**config.mk**
```make
export PLATFORM = sky130hd
export DESIGN_NAME = mem_port_arbiter
export DESIGN_NICKNAME = d
export VERILOG_FILES = /design/src/rtl/mem_port_arbiter.sv
export SDC_FILE = /design/constraint.sdc
export NUM_CORES = 1
export LEC_CHECK = 0
export BUFFER_PORTS_ARGS = -buffer_cell sky130_fd_sc_hd__buf_2
export CORE_ASPECT_RATIO = 2
export CORE_MARGIN = 3
export CORE_UTILIZATION = 41
export DETAILED_ROUTE_END_ITERATION = 8
export PLACE_DENSITY = 0.77
export SLEW_MARGIN = 20
export SYNTH_ARGS = -nofsm -noshare
export SYNTH_HDL_FRONTEND = slang
export SYNTH_SLANG_ARGS = --single-unit
```
**constraint.sdc**
```tcl
create_clock -name clk -period 1.3 [get_ports clk]
set_input_delay 0.065 -clock clk [delete_from_list [all_inputs] [get_ports clk]]
set_output_delay 0.065 -clock clk [all_outputs]
set_load 0.01 [all_outputs]
```
**src/rtl/mem_port_arbiter.sv**
```systemverilog
// rtl/mem_port_arbiter.sv - round-robin arbiter sharing one single-port memory between two requesters
module mem_port_arbiter #(
  parameter int AW      = 32,
  parameter int DW      = 32,
  parameter int LATENCY = 1
) (
  input  logic          clk,
  input  logic          reset,
  input  logic          m0_req,
  input  logic          m0_we,
  input  logic [AW-1:0] m0_addr,
  input  logic [DW-1:0] m0_wdata,
  output logic [DW-1:0] m0_rdata,
  output logic          m0_ready,
  input  logic          m1_req,
  input  logic          m1_we,
  input  logic [AW-1:0] m1_addr,
  input  logic [DW-1:0] m1_wdata,
  output logic [DW-1:0] m1_rdata,
  output logic          m1_ready,
  output logic          mem_en,
  output logic          mem_we,
  output logic [AW-1:0] mem_addr,
  output logic [DW-1:0] mem_wdata,
  input  logic [DW-1:0] mem_rdata,
  output logic [1:0]    grant,
  output logic          busy
);

  typedef enum logic [1:0] {IDLE = 2'd0, ACCESS = 2'd1, DONE = 2'd2} state_t;

  localparam logic [3:0] CNT_LAST = 4'(LATENCY - 1);

  state_t        state_q;
  logic [3:0]    cnt_q;
  logic          last_owner_q;
  logic          owner_q;
  logic          we_q;
  logic [AW-1:0] addr_q;
  logic [DW-1:0] wdata_q;
  logic [DW-1:0] m0_rdata_q;
  logic [DW-1:0] m1_rdata_q;
  logic          m0_ready_q;
  logic          m1_ready_q;
  logic          mem_we_q;

  logic          req_any_d;
  logic          win_d;

  // On a tie the port that did not win last time goes next.
  always_comb begin
    req_any_d = m0_req | m1_req;
    win_d     = (m0_req && m1_req) ? ~last_owner_q : m1_req;
  end

  always_ff @(posedge clk) begin
    if (!reset) begin
      state_q      <= IDLE;
      cnt_q        <= 4'd0;
      last_owner_q <= 1'b1;
      owner_q      <= 1'b0;
      we_q         <= 1'b0;
      addr_q       <= '0;
      wdata_q      <= '0;
      m0_rdata_q   <= '0;
      m1_rdata_q   <= '0;
      m0_ready_q   <= 1'b0;
      m1_ready_q   <= 1'b0;
      mem_we_q     <= 1'b0;
    end else begin
      m0_ready_q <= 1'b0;
      m1_ready_q <= 1'b0;
      mem_we_q   <= 1'b0;
      case (state_q)
        IDLE: begin
          if (req_any_d) begin
            owner_q      <= win_d;
            last_owner_q <= win_d;
            we_q         <= win_d ? m1_we : m0_we;
            addr_q       <= win_d ? m1_addr : m0_addr;
            wdata_q      <= win_d ? m1_wdata : m0_wdata;
            mem_we_q     <= win_d ? m1_we : m0_we;
            cnt_q        <= 4'd0;
            state_q      <= ACCESS;
          end
        end
        ACCESS: begin
          cnt_q <= cnt_q + 4'd1;
          if (cnt_q == CNT_LAST) begin
            state_q <= DONE;
            if (owner_q) begin
              m1_ready_q <= 1'b1;
              if (!we_q) m1_rdata_q <= mem_rdata;
            end else begin
              m0_ready_q <= 1'b1;
              if (!we_q) m0_rdata_q <= mem_rdata;
            end
          end
        end
        DONE:    state_q <= IDLE;
        default: state_q <= IDLE;
      endcase
    end
  end

  assign m0_rdata  = m0_rdata_q;
  assign m1_rdata  = m1_rdata_q;
  assign m0_ready  = m0_ready_q;
  assign m1_ready  = m1_ready_q;
  assign mem_en    = (state_q == ACCESS);
  assign mem_we    = mem_we_q;
  assign mem_addr  = addr_q;
  assign mem_wdata = wdata_q;
  assign busy      = (state_q != IDLE);
  assign grant     = (state_q == IDLE) ? 2'b00 : (owner_q ? 2'b10 : 2'b01);

endmodule

```
After elaboration in Yosys (flattened, before gate mapping)
Index checks and enable logic that the tools add are counted.

cells by class
  muxes and demuxes = 13
  reduce and logical (&&, ||, !) cells = 12
  equal/unequal tests = 3
  shifts and indexed selects = 0
  magnitude comparators = 0
  bitwise gates (word level) = 4
  $add $sub $neg = 1
  multipliers = 0
  divide/modulo/power cells = 0

operators by type and width
  kind                   count
  $mux W32               2
  $mux W2                4
  $pmux W4 S2            1
  $reduce_and A4 Y1      2
  $reduce_and A2 Y1      3
  $reduce_and A3 Y1      2
  $add A4 B1 Y4 const B  1
  $logic_not A4 Y1       1
  $mux W1                4
  $mux W4                1
  $pmux W2 S2            1
  $reduce_bool A2 Y1     2
  $not A1 Y1             3
  $eq A2 B1 Y1 const B   1
  $logic_not A2 Y1       1
  $ne A2 B1 Y1 const B   1
  $ne A2 B2 Y1 const B   1
  $logic_and A1 B1 Y1    1
  $or A1 B1 Y1           1

word-level totals
  ROM bits = 0
  memories kept = 0
  output and inout bits = 135
  RAM bits = 0
  bits in latches = 0
  bits in registers = 140
  logic and storage cells = 45

Longest topological paths before layout
Gate-level depths: netlist of the first run.

  depth after elaboration = 3
  gate-level depth with buffers = 6
  mapped depth without buffers = 5

Worst setup path before layout of the first run
OpenSTA, ideal clock, no wires.

  path kind = register to register
  start point = reg cnt_q[0]
  end point = reg m0_rdata_q[10], in the netlist m0_rdata[10]
  arrival time = 1.298 ns
  stages on the path, launching flop included = 7
  setup time = 0.126 ns
  required time = 1.174 ns
  path buffers = 1
  slack = -0.125 ns
  cells stage by stage = dfxtp_1 > inv_1 > ha_1 > nor3b_4 > nand3_2 > buf_2 > mux2i_1

between the ends
  word-level cells in the longest chain between the ends = 2

RTL lines
  what                                RTL line  RTL
  from (decl)                         35        logic [3:0] cnt_q;
  from (signal assigned)              88        cnt_q <= cnt_q + 4'd1;
  $logic_not A4 Y1                    89        if (cnt_q == CNT_LAST) begin
  $reduce_and A4 Y1 (no source line)  --
  to (signal assigned)                96        if (!we_q) m0_rdata_q <= mem_rdata;
  to (decl)                           41        logic [DW-1:0] m0_rdata_q;

Every way passes these cells.
A chain may end at the register's enable or synchronous reset.

Worst setup path in the final report of the first run
  start point = reg state_q[1]
  end point = reg addr_q[30], in the netlist mem_addr[30]

between the ends
  word-level cells in the longest chain between the ends = 2

RTL lines
  what                                RTL line  RTL
  from (decl)                         34        state_t state_q;
  from (signal assigned)              58        state_q <= IDLE;
  from (signal assigned)              84        state_q <= ACCESS;
  from (signal assigned)              90        state_q <= DONE;
  $logic_not A2 Y1                    74        case (state_q)
  $reduce_and A2 Y1 (no source line)  --
  to (signal assigned)                80        addr_q <= win_d ? m1_addr : m0_addr;
  to (decl)                           39        logic [AW-1:0] addr_q;

Every way passes these cells.

==> key figures, run 1 <==
Routing
  • DR vias: 7552
  • DRC: 0
  • DRT iter0 DRCs: 580
  • Routed Antenna Nets: 0
  • Pre-antenna DRT Iters: 7
  • Number of vias per cell: 5.68
  • Avg WL per Cell: 21.1 µm
  • Final Routed Wirelength: 28000 µm

Power and ir drop
  • Seq pwr share: 0.369
  • Leak pwr: 0.00516 µW
  • Sw frac: 0.309
  • Switch Pwr: 4120 µW
  • Pwr Density: 1270 mW/mm²
  • Pint: 9230 µW
  • Clock power frac: 0.363
  • Combinational share of power: 0.267
  • Total power: 13400 µW
  • Worst VDD drop: 0.990 mV

Global route
  • Gr usage total: 0.303
  • Grt met1 use: 0.326
  • GR Util met3: 0.0799
  • M2 GR Usage: 0.509
  • Initial antenna violation count: 1
  • Global-route wire length before repair: 38100 µm
  • Busiest grt layer: met2
  • Largest net degree at the start of global routing: 97
  • Vias in the first global route: 7330
  • GRT overflow: 0

Worst setup path
  • CP endpoint kind: flop
  • Critical path class: reg -> reg
  • Critical Path Source Type: flop
  • Worst EP arrival: 1.93 ns
  • Worst Reg-to-Reg Cells: 7
  • Worst EP required: 1.54 ns
  • Reg2reg start: state_q[1]
  • CP peak stage delay: 0.52 ns
  • R2r setup slk: -0.39 ns
  • Crit-path cells: nor2_4 > inv_4 > buf_12 > nor2_4 > buf_12 > clkbuf_16 > a311oi_1
  • Slowest cell on crit path: a311oi_1
  • Worst Path Buf+Inv: 4
  • Crit Path Max Fanout: 9
  • CP delay by family, top: buffers and inverters
  • R2r endpoint: mem_addr[30]

Synthesis
  • Synth top area cells: dfxtp_1 49%, nand2_1 15%, mux2i_1 11%
  • YS warnings: 0
  • Count of different cell masters after synthesis: 34
  • Share of the synthesized area in the top cell type: 0.486
  • Syn Inst Count: 664
  • Syn Nets: 832
  • Seq/Total Area, Yosys: 0.486
  • Cell taking the most area after synthesis: dfxtp_1
  • Mapped cell area: 0.00576 mm²
  • Syn avg cell area: 8.68 µm²
  • Synthesis-stage register bit count: 140

Floorplan
  • Starting Density: 0.424
  • Die height: 174 µm
  • Die ar.: 0.0156 mm²
  • Num rows: 60
  • Ports: 301
  • Core area: 0.0136 mm²
  • Die Span X: 89.8 µm

STA
  • Max-slew headroom: 0.583
  • Final Hold Fails: 0
  • Final min period: 1.69 ns
  • Post-route worst setup slack: -0.392 ns
  • Clk_skew: 0.0175 ns
  • Final slew viol count: 0
  • Finish-stage setup viols: 135
  • Final critical-path share of the clock period: 1.30
  • Worst-Margin Slew: 0.621 ns
  • RSZ-0062 raised after global routing: yes
  • Worst hold slack: 0.0456 ns
  • Peak Freq: 591 MHz

CTS
  • Cts bufs inserted: 17
  • Clock buffer depth: 2
  • H-tree depth: 4
  • Root Buffer: clkbuf_16
  • Clock latency on the worst-skew pair: 0.41 ns
  • CTS tree: yes
  • Clk slew on worst S/H paths: 0.06 ns
  • Clk sinks: 140

Final layout
  • Commonest cells after routing, fill and taps aside: 298 x buf_2, 226 x nand2_1, 161 x dlygate4sd3_1
  • NumNets Final: 1298
  • Fraction of layout cells with a size suffix above 1: 0.373
  • Commonest non-fill, non-tap cell in the layout: buf_2
  • Synth-to-Final Area Change: 81.8%

Run status
  • Outcome: finished with violations
  • Failing checks: negative setup slack

Min path
  • Hold Path End: last_owner_q
  • Tightest Hold Check Type: in -> reg
  • Hold path start: m1_req
  • Hold path cells: 3

Place
  • DP HPWL: 12700 µm
  • Port Buf Inserts: 300
  • Gpl congestion: 0.828

Job
  • Maxcap violations: 0
==> state kept, by name, indices dropped and copies added (netlist names) <==
| register | count |
|---|---|
| mem_we | 1 |
| m1_ready | 1 |
| m1_rdata | 32 |
| owner_q | 1 |
| we_q | 1 |
| last_owner_q | 1 |
| mem_addr | 32 |
| m0_ready | 1 |
| state_q | 2 |
| cnt_q | 4 |
| mem_wdata | 32 |
| m0_rdata | 32 |
==> worst max path at each step <==
stage                    start      endpoint  slack [ns]  cells past startpoint
CTS                   cnt_q[1]  m1_rdata[20]        -0.1                      6
detailed placement    cnt_q[1]  m1_rdata[20]       -0.09                      6
finish              state_q[1]  mem_addr[30]       -0.39                      7
floorplan             cnt_q[1]  m0_rdata[10]       -0.05                      6
global placement      cnt_q[1]  m1_rdata[26]       -0.04                      6
global route        state_q[1]  mem_addr[30]       -0.42                      7
==> layout make-up <==
cell class | instances | area, µm²
clock inverters | 11 | 108
diodes | 1 | 2.50
well taps | 186 | 233
flip-flops and latches | 140 | 2810
multi-input cells | 460 | 2970
fillers | 820 | 3110
repair buffers | 506 | 3850
clock buffers | 21 | 480
inverters | 5 | 26.3
==> power groups by stage <==
stage / registers (µW) / clock network (µW) / logic [µW]
2_1_floorplan: 5130 / 0 / 1120
3_3_place_gp: 4950 / 0 / 2290
3_5_place_dp: 4960 / 0 / 2320
4_1_cts: 4880 / 4850 / 2750
5_1_grt: 4960 / 5080 / 3720
6_report: 4930 / 4850 / 3570
==> worst reg2reg max path, cell delays in order, from the launching register on <==
cell and delay [ns]:
dfxtp_2 0.36, nor2_4 0.07, inv_4 0.09, buf_12 0.10, nor2_4 0.03, buf_12 0.18
clkbuf_16 0.18, a311oi_1 0.52
==> per-stage QoR <==
| step | std cells | setup TNS, ns | utilization | worst slack (ns) | instance area, µm² |
|---|---|---|---|---|---|
| finish | 1330 | -13.98 | 0.771 | -0.392 | 10500 |
| global route | 1330 | -20.44 | 0.771 | -0.424 | 10500 |
| CTS | 1310 | -9.62 | 0.727 | -0.0995 | 9880 |
| detailed placement | 1114 | -4.69 | 0.560 | -0.0909 | 7610 |
| global placement | 1114 | -1.93 | 0.560 | -0.0411 | 7610 |
| floorplan | 664 | -2.79 | - | -0.0519 | 5820 |
==> timing repair <==
action,CTS,global route
hold endpoints to repair,130,0
endpoints found under the setup margin,88,139
gates cloned,0,10
pin swaps,10,10
hold buffers,161,0
buffers inserted,4,9
resized for setup,12,50
==> cell families after synthesis <==
logic type | after synthesis | synth area share
AO/OA/AOI/OAI | 143 | 0.170
XOR/XNOR | 1 | 0.00152
adder cells (fa/ha/maj) | 2 | 0.00434
buffers and inverters | 64 | 0.0491
flip-flops | 140 | 0.486
multiplexers | 65 | 0.113
AND/OR/NAND/NOR | 249 | 0.176
==> cell usage after synthesis <==
cell,instances
nand2_1,227
dfxtp_1,140
a21oi_1,69
mux2i_1,65
a311oi_1,64
buf_2,34
clkbuf_1,23
nor2_1,5
inv_2,3
o211ai_1,3
and2_1,2
and3_1,2
buf_1,2
ha_1,2
inv_1,2
nand3_1,2
o21ai_0,2
a211oi_1,1
a21bo_2,1
a21boi_1,1
a31oi_1,1
nand2b_2,1
nand3_2,1
nand3b_1,1
nand4b_4,1
nor2_4,1
nor2b_1,1
nor3_1,1
nor3b_4,1
nor4_1,1
o21a_1,1
or2_2,1
or3_1,1
xor2_1,1
==> layer usage <==
layer,wire length (µm),vias to the layer above,share of wire
met2,13500,670,0.48
met4,2620,0,0.094
li1,-,3255,-
met1,8880,3399,0.32
met3,3030,228,0.11
met5,0,-,0
No activity file was read; power rests on OpenSTA's default activity.
==> run 2, diff against run 1 <==
Settings changed: RECOVER_POWER from default to 100.
==> run 2 against run 1 <==
  * Register-to-register slack hardly changed
  * Clock skew fell by 0.0019 ns
  * First-iteration DRC count is 6.6% higher
  * Routed wire length grew 0.35%
  * Sequential power is essentially flat
  * Clock-buffer cell count did not move
  * Flip-flop and latch count stayed put
  * Highest routed layer unchanged
  * Utilization shrank 1.2 points
  * Critical path depth did not move
  * The flow still finishes with violations (negative setup slack)
  * Critical path type unchanged
  * Global-route usage did not move
  * Die area did not move
==> key figures, run 2 (same netlist as run 1, synthesis figures left out) <==
STA
  • Post-route worst setup slack: -0.378 ns
  • Final critical-path share of the clock period: 1.29
  • RSZ-0062 raised after global routing: yes
  • Finish-stage setup viols: 135
  • Peak Freq: 596 MHz
  • Max-slew headroom: 0.599
  • Clk_skew: 0.0156 ns
  • Final slew viol count: 0
  • Final Hold Fails: 0
  • Worst-Margin Slew: 0.598 ns
  • Final min period: 1.68 ns

Worst setup path
  • Critical Path Source: state_q[1]
  • CP endpoint kind: flop
  • Worst EP arrival: 1.91 ns
  • Critical Path Source Type: flop
  • Worst Reg-to-Reg Cells: 7
  • R2r endpoint: mem_addr[30]
  • Critical Path End: mem_addr[30]
  • Worst EP required: 1.54 ns
  • R2r setup slk: -0.38 ns
  • Critical path class: reg -> reg
  • Crit Path Max Fanout: 9
  • Reg2reg start: state_q[1]

Job
  • Maxcap violations: 0

CTS
  • Clk sinks: 140
  • Clock buffer depth: 2
  • Clk slew on worst S/H paths: 0.06 ns
  • CTS tree: yes
  • Clock latency on the worst-skew pair: 0.41 ns
  • H-tree depth: 4
  • Root Buffer: clkbuf_16
  • Cts bufs inserted: 17

Floorplan
  • Die height: 174 µm
  • Core area: 0.0136 mm²
  • Num rows: 60
  • Die ar.: 0.0156 mm²
  • Starting Density: 0.424
  • Ports: 301
  • Die Span X: 89.8 µm

Final layout
  • Post-Layout Cell Count: 1330
  • NumNets Final: 1298
  • Commonest cells after routing, fill and taps aside: 226 x nand2_1, 167 x buf_2, 161 x dlygate4sd3_1
  • Synth-to-Final Area Change: 78.9%
  • Final Cell Area: 0.0103 mm²
  • Commonest non-fill, non-tap cell in the layout: nand2_1
  • Final Util: 0.759
  • Layout fillers: 920
  • Fraction of layout cells with a size suffix above 1: 0.258

Global route
  • Initial antenna violation count: 1
  • Largest net degree at the start of global routing: 97
  • Vias in the first global route: 7330
  • Gr usage total: 0.303
  • GRT overflow: 0
  • Global-route wire length before repair: 38100 µm

Run status
  • Failing checks: negative setup slack
  • Outcome: finished with violations

Power and ir drop
  • Worst VDD drop: 0.990 mV
  • Total power: 13300 µW
  • Leak pwr: 0.00464 µW
  • Pwr Density: 1290 mW/mm²

Place
  • DP Area: 0.00761 mm²
  • Place WS: -0.0909 ns
  • Gpl congestion: 0.828
  • Port Buf Inserts: 300
  • Total placed cells including tap cells: 1114
  • DP HPWL: 12700 µm

Min path
  • Tightest Hold Check Type: in -> reg

Routing
  • Final Routed Wirelength: 28100 µm
  • DR vias: 7553
  • Pre-antenna DRT Iters: 5
  • Number of vias per cell: 5.68
  • Routed Antenna Nets: 0
  • DRC: 0
  • DRT iter0 DRCs: 618
  • Avg WL per Cell: 21.1 µm
[run 2: final cells by class]
cell class	instances	area, µm²	share of cell area
Timing Repair Buffer	506	3680	0.357
Multi-Input combinational cell	460	2970	0.288
Sequential cell	140	2810	0.273
Clock buffer	21	480	0.0466
Tap cell	186	233	0.0226
Clock inverter	11	108	0.0104
Inverter	5	26.3	0.00255
Antenna cell	1	2.50	0.000243
[run 2: where the power goes]
| part | switching, µW | leakage [µW] | total (µW) | internal [µW] |
|---|---|---|---|---|
| logic | 1870 | 0.00321 | 3470 | 1600 |
| clock network | 1990 | 0.000275 | 4850 | 2860 |
| registers | 259 | 0.00115 | 4940 | 4680 |
[run 2: worst min path at each step]
stage,startpoint,end,slack [ns],cells after the start
2_1_floorplan,m0_addr[0],mem_addr[0],0.22,2
3_3_place_gp,m0_wdata[1],mem_wdata[1],0.33,3
3_5_place_dp,m0_wdata[0],mem_wdata[0],0.33,3
4_1_cts,m1_req,last_owner_q,0.02,3
5_1_grt,m1_req,last_owner_q,0.05,3
6_report,m1_req,last_owner_q,0.05,3
[run 2: critical path, cell delays in order, from the launching register on]
cell and delay, ns:
dfxtp_2 0.36, nor2_4 0.07, inv_4 0.09, buf_12 0.10
nor2_4 0.03, buf_12 0.17, clkbuf_16 0.17, a311oi_1 0.50
[run 2: metal layers]
metal | GRT usage | up-vias | share of wire | routed length (µm)
met4 | 0.221 | 0 | 0.092 | 2590
met1 | 0.326 | 3426 | 0.31 | 8820
met5 | 0 | - | 0 | 0
li1 | - | 3252 | - | -
met2 | 0.509 | 668 | 0.48 | 13500
met3 | 0.0799 | 207 | 0.11 | 3150
[run 2: timing repair]
action	CTS	global route
hold endpoints to repair	130	0
gates resized for setup	12	50
cloned	0	10
endpoints found under the setup margin	88	139
hold buffers	161	0
pin swaps	10	10
setup buffers	4	9
[run 2: metrics by stage]
step	hold slack (ns)	TNS, ns
4_1_cts	0.0182	-9.62
3_3_place_gp	0.328	-1.93
2_1_floorplan	0.225	-2.79
6_report	0.0475	-13.99
5_1_grt	0.0515	-20.44
3_5_place_dp	0.334	-4.69
